## config.mk

```make
export PLATFORM = sky130hd
export DESIGN_NAME = mem_arbiter
export DESIGN_NICKNAME = d
export VERILOG_FILES = /design/src/rtl/mem_arb_pkg.sv /design/src/rtl/mem_arbiter_wait_counter.sv /design/src/rtl/mem_arbiter.sv
export SDC_FILE = /design/constraint.sdc
export NUM_CORES = 1
export LEC_CHECK = 0
export ABC_AREA = 1
export CORE_MARGIN = 2
export CORE_UTILIZATION = 36
export DETAILED_ROUTE_END_ITERATION = 12
export PLACE_DENSITY = 0.71
export SLEW_MARGIN = 20
export SYNTH_ARGS = -nofsm -noshare
export SYNTH_HDL_FRONTEND = slang
export SYNTH_HIERARCHICAL = 1
export SYNTH_SLANG_ARGS = --single-unit
export TNS_END_PERCENT = 20
```

## constraint.sdc

```tcl
create_clock -name clk -period 2.3 [get_ports clk]
set_input_delay 0.345 -clock clk [delete_from_list [all_inputs] [get_ports clk]]
set_output_delay 0.345 -clock clk [all_outputs]
set_load 0.03 [all_outputs]
```

## src/rtl/mem_arb_pkg.sv

```systemverilog
// Shared types and default sizing for the IF/MEM shared-SRAM arbiter.
package mem_arb_pkg;

    localparam int unsigned DEF_ADDR_W      = 32;
    localparam int unsigned DEF_DATA_W      = 32;
    localparam int unsigned DEF_WAIT_CYCLES = 2;
    localparam int unsigned CNT_W           = 4;

    typedef enum logic [1:0] {
        IDLE,
        ACCESS,
        RESP
    } state_e;

    typedef enum logic {
        OWN_IF,
        OWN_MEM
    } owner_e;

endpackage

```

## src/rtl/mem_arbiter_wait_counter.sv

```systemverilog
// Loadable 4-bit down-counter that saturates at zero; zero flag is combinational.
module wait_counter
    import mem_arb_pkg::*;
(
    input  logic             clk,
    input  logic             rst,
    input  logic             load,
    input  logic [CNT_W-1:0] load_val,
    input  logic             dec,
    output logic             zero_c
);

    logic [CNT_W-1:0] count_d;
    logic [CNT_W-1:0] count_q;

    always_comb begin
        count_d = count_q;
        if (load) begin
            count_d = load_val;
        end else if (dec && (count_q != '0)) begin
            count_d = count_q - CNT_W'(1);
        end
    end

    always_ff @(posedge clk) begin
        if (rst) begin
            count_q <= '0;
        end else begin
            count_q <= count_d;
        end
    end

    assign zero_c = (count_q == '0);

endmodule

```

## src/rtl/mem_arbiter.sv

```systemverilog
// Arbitrates the IF fetch port and the MEM load/store port onto one wait-stated SRAM.
module mem_arbiter
    import mem_arb_pkg::*;
#(
    parameter int unsigned ADDR_W      = DEF_ADDR_W,
    parameter int unsigned DATA_W      = DEF_DATA_W,
    parameter int unsigned WAIT_CYCLES = DEF_WAIT_CYCLES
) (
    input  logic              clk,
    input  logic              rst,
    input  logic              if_req,
    input  logic [ADDR_W-1:0] if_addr,
    output logic [DATA_W-1:0] if_rdata,
    output logic              if_ready,
    input  logic              mem_rd_en,
    input  logic              mem_wr_en,
    input  logic [ADDR_W-1:0] mem_addr,
    input  logic [DATA_W-1:0] mem_wdata,
    output logic [DATA_W-1:0] mem_rdata,
    output logic              mem_ready,
    output logic              sram_en,
    output logic              sram_we,
    output logic [ADDR_W-1:0] sram_addr,
    output logic [DATA_W-1:0] sram_wdata,
    input  logic [DATA_W-1:0] sram_rdata,
    output logic              freeze_if,
    output logic              freeze_pipe
);

    state_e            state_q,      state_d;
    owner_e            owner_q,      owner_d;
    logic              sram_en_q,    sram_en_d;
    logic              sram_we_q,    sram_we_d;
    logic [ADDR_W-1:0] sram_addr_q,  sram_addr_d;
    logic [DATA_W-1:0] sram_wdata_q, sram_wdata_d;
    logic [DATA_W-1:0] if_rdata_q,   if_rdata_d;
    logic [DATA_W-1:0] mem_rdata_q,  mem_rdata_d;
    logic              if_ready_q,   if_ready_d;
    logic              mem_ready_q,  mem_ready_d;

    logic mem_req_c;
    logic cnt_load_c;
    logic cnt_dec_c;
    logic cnt_zero_c;

    assign mem_req_c = mem_rd_en | mem_wr_en;

    wait_counter u_wait_counter (
        .clk      (clk),
        .rst      (rst),
        .load     (cnt_load_c),
        .load_val (CNT_W'(WAIT_CYCLES)),
        .dec      (cnt_dec_c),
        .zero_c   (cnt_zero_c)
    );

    // Next-state and registered-output logic; the SRAM bus is frozen from grant to last access cycle.
    always_comb begin
        state_d      = state_q;
        owner_d      = owner_q;
        sram_en_d    = sram_en_q;
        sram_we_d    = sram_we_q;
        sram_addr_d  = sram_addr_q;
        sram_wdata_d = sram_wdata_q;
        if_rdata_d   = if_rdata_q;
        mem_rdata_d  = mem_rdata_q;
        if_ready_d   = 1'b0;
        mem_ready_d  = 1'b0;
        cnt_load_c   = 1'b0;
        cnt_dec_c    = 1'b0;

        case (state_q)
            IDLE: begin
                if (mem_req_c) begin
                    owner_d      = OWN_MEM;
                    sram_en_d    = 1'b1;
                    sram_we_d    = mem_wr_en;
                    sram_addr_d  = mem_addr;
                    sram_wdata_d = mem_wdata;
                    cnt_load_c   = 1'b1;
                    state_d      = ACCESS;
                end else if (if_req) begin
                    owner_d     = OWN_IF;
                    sram_en_d   = 1'b1;
                    sram_we_d   = 1'b0;
                    sram_addr_d = if_addr;
                    cnt_load_c  = 1'b1;
                    state_d     = ACCESS;
                end
            end
            ACCESS: begin
                if (cnt_zero_c) begin
                    if (!sram_we_q) begin
                        if (owner_q == OWN_IF) begin
                            if_rdata_d = sram_rdata;
                        end else begin
                            mem_rdata_d = sram_rdata;
                        end
                    end
                    if_ready_d  = (owner_q == OWN_IF);
                    mem_ready_d = (owner_q == OWN_MEM);
                    sram_en_d   = 1'b0;
                    sram_we_d   = 1'b0;
                    state_d     = RESP;
                end else begin
                    cnt_dec_c = 1'b1;
                end
            end
            RESP: begin
                state_d = IDLE;
            end
            default: begin
                state_d = IDLE;
            end
        endcase
    end

    always_ff @(posedge clk) begin
        if (rst) begin
            state_q      <= IDLE;
            owner_q      <= OWN_IF;
            sram_en_q    <= 1'b0;
            sram_we_q    <= 1'b0;
            sram_addr_q  <= '0;
            sram_wdata_q <= '0;
            if_rdata_q   <= '0;
            mem_rdata_q  <= '0;
            if_ready_q   <= 1'b0;
            mem_ready_q  <= 1'b0;
        end else begin
            state_q      <= state_d;
            owner_q      <= owner_d;
            sram_en_q    <= sram_en_d;
            sram_we_q    <= sram_we_d;
            sram_addr_q  <= sram_addr_d;
            sram_wdata_q <= sram_wdata_d;
            if_rdata_q   <= if_rdata_d;
            mem_rdata_q  <= mem_rdata_d;
            if_ready_q   <= if_ready_d;
            mem_ready_q  <= mem_ready_d;
        end
    end

    assign sram_en    = sram_en_q;
    assign sram_we    = sram_we_q;
    assign sram_addr  = sram_addr_q;
    assign sram_wdata = sram_wdata_q;
    assign if_rdata   = if_rdata_q;
    assign mem_rdata  = mem_rdata_q;
    assign if_ready   = if_ready_q;
    assign mem_ready  = mem_ready_q;

    // Pipeline stalls follow the live request and drop in the ready cycle.
    assign freeze_if   = if_req & ~if_ready_q;
    assign freeze_pipe = mem_req_c & ~mem_ready_q;

endmodule

```

==> results of run 1 <==
## worst max-delay path, stage by stage
cell and delay, ns:
clkdlybuf4s50_1 0.54, nor2_4 0.06, nor2_1 0.08, clkdlybuf4s50_1 0.67
## flip-flops by register name (all words and copies together) (netlist names), 2 cells and up
name / flops
if_rdata: 32
mem_rdata: 32
sram_addr: 32
sram_wdata: 32
state_q: 2
u_wait_counter/count_q: 4
## Yosys cell counts
library cell	number	area, um^2
buf_1	4	15.0
dfxtp_1	139	2780
a21oi_2	1	8.76
or2_2	1	6.26
a21oi_1	4	20.0
o21ai_2	1	8.76
clkbuf_1	19	71.3
or2_0	1	6.26
o22ai_1	1	6.26
nand3_2	2	20.0
inv_1	77	289
nor2_1	266	998
nand3_1	4	20.0
clkinv_2	1	5.00
nor3_1	2	10.0
inv_2	3	11.3
nor2_4	3	33.8
nand2_4	2	22.5
o21ai_0	67	335
buf_6	3	33.8
conb_1	2	7.51
nand2_2	2	12.5
xor2_1	1	8.76
ha_1	1	12.5
buf_2	23	115
nor2_2	1	6.26
nand2_1	274	1030
## stage by stage
step,worst slack (ns),power (mW)
after floorplan,0.685,4.86
after CTS,0.253,9.00
after global routing,0.203,9.39
after detailed placement,0.253,6.08
final,0.250,8.90
after global placement,0.260,6.05
## final cells by class
class / count / area, um^2 / area share
Tap cell: 216 / 270 / 0.0287
Sequential cell: 139 / 2780 / 0.296
Clock inverter: 14 / 195 / 0.0208
Inverter: 81 / 307 / 0.0326
Clock buffer: 18 / 429 / 0.0456
Multi-Input combinational cell: 638 / 2580 / 0.274
Timing Repair Buffer: 280 / 2840 / 0.302
## layout by cell type, fill, tap and decap left out
master,instances
buf_12,6
or2_0,1
dfxtp_1,139
clkinv_2,4
nand3_1,4
clkdlybuf4s50_1,266
nor2_2,1
nor2_4,3
nand3_2,2
bufinv_16,4
o21ai_2,1
a21oi_2,1
or2_2,1
inv_2,3
buf_4,8
clkbuf_1,1
clkinvlp_4,4
a21oi_1,4
nor3_1,2
nand2_4,2
ha_1,1
conb_1,4
nor2_1,266
o22ai_1,1
nand2_2,2
inv_1,76
clkinv_4,3
nand2_1,274
clkbuf_16,17
xor2_1,1
inv_6,1
o21ai_0,67
## cells by family (layout without fill, tap and decap cells)
group / Yosys count / count (layout) / synth area share
AO/OA/AOI/OAI: 74 / 74 / 0.0643
flip-flops: 139 / 139 / 0.472
AND/OR/NAND/NOR: 558 / 558 / 0.367
buffers and inverters: 130 / 393 / 0.0917
XOR/XNOR: 1 / 1 / 0.00149
adder cells (fa/ha/maj): 1 / 1 / 0.00212
other: 2 / 4 / 0.00127
## metal layers
layer | up-vias | track usage
met1 | 2624 | 0.227
li1 | 3195 | -
met5 | - | 0
met3 | 18 | 0.0738
met4 | 0 | 0.0652
met2 | 192 | 0.317
## final timing paths
| path | start | to | slack, ns | depth (start not counted) |
|---|---|---|---|---|
| hold reg to reg | sram_en$_SDFFE_PP0P_ | sram_en$_SDFFE_PP0P_ | 0.47 | 2 |
| hold / removal | sram_en$_SDFFE_PP0P_ | sram_en$_SDFFE_PP0P_ | 0.47 | 2 |
| setup reg to reg | u_wait_counter/count_q[0]$_SDFFE_PP0P_ | mem_rdata[17]$_SDFFE_PP0P_ | 0.48 | 10 |
| setup / recovery | mem_rd_en | freeze_pipe | 0.25 | 4 |
## report_power, final
group	switching (mW)	internal [mW]	total [mW]
combinational	1.77	1.24	3.01
sequential	0.201	2.80	3.00
clock	1.07	1.82	2.89
==> impl_results.md, run 1 <==
* Clock skew at ~0.0086 ns
* Syn avg cell area at ~6.5 um^2
* Hold Crit Class: reg2reg
* Post-synthesis sequential area ratio at 0.472
* WHS at 0.470 ns
* IO Port Bufs at about 270
* Synth Cell Area at 5900 um^2
* Hold Vio Cnt, Final at 0
* CP Launch Type: input pin
* Nets@finish at between 1k and 1.5k
* GPL Wtd Cong at 0.782
* Worst EP arrival at between 1.5 and 2 ns
* Worst-case clock buffer depth at 2
* Cell area after layout at roughly 9400 um^2
* RSZ-0062 raised after global routing: false
* Ant. Diodes at 0
* WL final at roughly 17000 um
* Met2 WL post-DR at roughly 8000 um
* Syn. warnings at 6
* Fmax at 488 MHz
* Drt wl/cell at 12.2 um
* Final min period at 2.05 ns
* Met3 wire length at between 1000 and 1500 um
* First-pass iteration count of the detailed router at 4
* Top sig layer: met4
* Fillcell total at 1527
* Setup bufs post-CTS at 0
* Area of the die at ~17000 um^2
* Vias at 6029
* Clk_lat worst skew at around 0.4 ns
* Initial antenna violation count at 0
* Inserted Clock Buffers at 17
* Post-Syn Instances at about 910
* PostCTS Resize Cnt at 0
* Wire length on met1 at around 7500 um
* Worst Path Max Fanout at 2
* Period utilization at 0.891
* Max-slew violations at 0
* Die Ht at around 130 um
* Setup TNS at 0 ns
* CTS tree: done
* Clk root buf: clkbuf_16
* Core area at about 16000 um^2
* Area growth syn-to-layout at 59.6%
* Placed Cells at roughly 1.4k
* Largest net degree at the start of global routing at between 60 and 70
* Type of the worst setup path: in2out
* Max Cap Viol at 0
* Yosys reg bits at 139
* Initial cell density of the core at 0.370
* Status: finished clean
* Remaining DRCs at 0
* VDD IR-drop max at roughly 0.51 mV
* CTS clk-pin slew, worst paths at 0.06 ns
* Final setup fails at 0
* Top-Level Pins at 267
* FP Rows at 46
* Htree depth at 4
* Overall routing resource usage at 0.191
* Final core occ at 0.590
* CP Capture Type: output port
* Die Span X at 132 um
* Mean number of vias per cell at 4.35
* Power density cells at approximately 950 nW/um^2
* Drt initial violations at about 270
* Layout cells sized above 1 at 0.0538
* Non-filler cells, final at 1386
* First-pass GRT wire length at between 20000 and 30000 um
* Hold buffer count at CTS at 0
* Count of cell types in the netlist at 27
* Req. time, crit path at between 1.5 and 2 ns
* P_leak at ~4.1 nW
* Post-placement cell area at between 8000 and 9000 um^2
* CTS sink cnt at ~140
* Total gr overflow at 0
* Antenna Nets Post-Route at 0
* Dpl hpwl at ~12000 um
* Vias in the first global route at 5468
Note: power is estimated with default switching activity, not from simulation.
==> run 2, diff against run 1 <==
- ABC_AREA: 1 -> unset
==> impl_results.md, run 2 <==
* Status: finished clean
* CP Capture Type: flop
* Reg2reg path depth at 9
* Max-slew violations at 0
* Hold Vio Cnt, Final at 0
* Power density cells at approximately 780 nW/um^2
* Post-synth top cells: dfxtp_1, nand2b_1, nand2_1
* First-pass GRT wire length at 28400 um
* Clk root buf: clkbuf_16
* Pwr Total at about 7.3 mW
* Initial cell density of the core at 0.368
* Synth top area share at 0.478
* Cell area after layout at roughly 9300 um^2
* Layout cells sized above 1 at 0.0724
* Multiplexer share of the synthesized area at 0.112
* WHS Endpoint: state_q[0]$_SDFFE_PP0P_
* Most frequent cells in the layout: clkdlybuf4s50_1, dfxtp_1, nand2b_1
* Post-synthesis sequential area ratio at 0.478
* Fmax at 465 MHz
* RR Startpoint: u_wait_counter/count_q[0]$_SDFFE_PP0P_
* Yosys reg bits at between 100 and 150
* CP Launch Type: flop
* Non-filler cells, final at 1114
* Simple-gate share of the synthesized area at 0.206
* Leading area contributor after synthesis: dfxtp_1
* Placed Cells at 1081
* Most common cell after layout, fill and taps aside: clkdlybuf4s50_1
* Worst Path Max Fanout at 32
* GPL Wtd Cong at around 0.74
* Top-count cell post-synth: dfxtp_1
* Top post-synthesis cells by area: dfxtp_1, mux2i_1, nand2b_1
* Period utilization at 0.935
* Drt wl/cell at about 16 um
* CTS tree: done
* Remaining DRCs at 0
* IO Port Bufs at 266
* Nets@finish at ~1.0k
* Vias at between 5k and 6k
* Type of the worst setup path: reg2reg
* Synth Cell Area at a little under 6000 um^2
* Dpl hpwl at between 10000 and 15000 um
* Reg-to-Reg End: if_rdata[11]$_SDFFE_PP0P_
* Post-Synth Adder-Cell Area at 0.00215
* Synth async-reset ratio at 0
* Inserted Clock Buffers at 17
* Largest net degree at the start of global routing at 54
* Area growth syn-to-layout at 60.3%
* Hold path cells at 2
* Final setup fails at 0
* Largest family of logic cells by synthesized area: simple AND/OR/NAND/NOR gates
* Hold buffer count at CTS at 0
* Core area at 15800 um^2
* Worst-case clock buffer depth at 2
* Max Cap Viol at 0
* Worst EP arrival at roughly 2.5 ns
* Clk_lat worst skew at just over 0.4 ns
* Vias in the first global route at ~5.4k
* Req. time, crit path at roughly 2.6 ns
* Mean number of vias per cell at approximately 5
* Die Span X at roughly 130 um
* FP Rows at 46
* VDD IR-drop max at approximately 0.47 mV
* Post-placement cell area at slightly below 9000 um^2
* CTS sink cnt at ~140
* Fillcell total at approximately 1.4k
* Ant. Diodes at 0
* Compound-gate portion of the synthesized area at 0.149
* WL final at about 18000 um
* Count of cell types in the netlist at 36
* Syn. warnings at 6
* Htree depth at 4
* Post-Syn Instances at roughly 630
* First-pass iteration count of the detailed router at 4
* Final min period at about 2.2 ns
* WHS at 0.387 ns
* XOR/XNOR Fraction of Synth Area at 0
* Post-synth EDFFs at 0
* Reg2Reg Setup Slack at approximately 0.15 ns
* Overall routing resource usage at 0.205
* Total gr overflow at 0
* Top-Level Pins at ~270
* Antenna Nets Post-Route at 0
* Hold Crit Class: in2reg
* P_leak at 3.58 nW
* Hold path start: rst
* Initial antenna violation count at 0
* Setup TNS at 0 ns
* Syn avg cell area at roughly 9 um^2
* Area of the die at approximately 17000 um^2
* CTS clk-pin slew, worst paths at 0.06 ns
* Drt initial violations at around 300
* Die Ht at 131 um
* RSZ-0062 raised after global routing: false
* Clock skew at ~0.011 ns
* Post-synth top flop: dfxtp_1
run 2: changes by cell type after synthesis, moves of 16 or more:
cell,change
mux2i_1,+65
nand2_1,-206
clkbuf_1,+16
a21oi_1,+62
a311oi_1,+34
nand2b_1,+96
nor2_1,-254
o21ai_0,-33
nand3_1,+29
inv_1,-72
run 2: stage by stage:
| stage | setup WS (ns) | util |
|---|---|---|
| 6_report | 0.150 | 0.590 |
| 3_3_place_gp | 0.133 | 0.553 |
| 4_1_cts | 0.0655 | 0.588 |
| 5_1_grt | 0.0104 | 0.590 |
| 2_1_floorplan | 0.148 | - |
| 3_5_place_dp | 0.0748 | 0.553 |
run 2: kinds of logic (layout without fill, tap and decap cells):
logic type | after synthesis | in the layout
adder cells (fa/ha/maj) | 1 | 1
other | 2 | 4
multiplexers | 65 | 65
buffers and inverters | 62 | 325
AO/OA/AOI/OAI | 140 | 140
flip-flops | 139 | 139
AND/OR/NAND/NOR | 224 | 224
run 2: worst max path at each step:
stage	startpoint	end	slack (ns)
5_1_grt	u_wait_counter/count_q[0]$_SDFFE_PP0P_	if_rdata[13]$_SDFFE_PP0P_	0.01
2_1_floorplan	u_wait_counter/count_q[1]$_SDFFE_PP0P_	mem_rdata[10]$_SDFFE_PP0P_	0.15
4_1_cts	u_wait_counter/count_q[0]$_SDFFE_PP0P_	mem_rdata[15]$_SDFFE_PP0P_	0.07
3_3_place_gp	u_wait_counter/count_q[0]$_SDFFE_PP0P_	mem_rdata[4]$_SDFFE_PP0P_	0.13
6_report	u_wait_counter/count_q[0]$_SDFFE_PP0P_	if_rdata[11]$_SDFFE_PP0P_	0.15
3_5_place_dp	u_wait_counter/count_q[0]$_SDFFE_PP0P_	mem_rdata[12]$_SDFFE_PP0P_	0.07
run 2: layer usage:
layer	GRT usage	vias up	share of wire
met4	0.0664	0	0.015
li1	-	2698	-
met3	0.0856	17	0.086
met2	0.337	205	0.48
met1	0.243	2521	0.42
met5	0	-	0
run 2: timing repair:
item	in CTS	in global routing
setup buffers	0	0
gates resized for setup	0	2
endpoints found under the setup margin	0	31
run 2: area by class of cell:
class / count / area [um^2] / area share
flip-flops and latches: 139 / 2780 / 0.298
multi-input cells: 434 / 2780 / 0.298
well taps: 216 / 270 / 0.0289
clock inverters: 13 / 119 / 0.0127
clock buffers: 19 / 433 / 0.0464
repair buffers: 288 / 2930 / 0.314
inverters: 5 / 18.8 / 0.00201
run 2: report_power, final:
| group | total (mW) | internal (mW) | switching (mW) |
|---|---|---|---|
| Combinational | 1.96 | 0.895 | 1.07 |
| Sequential | 2.77 | 2.64 | 0.129 |
| Clock | 2.57 | 1.49 | 1.07 |
| Total | 7.30 | 5.02 | 2.27 |
run 2: critical path: stages, from the launching register on:
cell,delay [ns]
dfxtp_1,0.31
inv_1,0.10
ha_1,0.21
or3b_4,0.39
inv_1,0.14
nand3b_4,0.09
buf_4,0.16
nor3_4,0.15
buf_12,0.28
mux2i_1,0.23
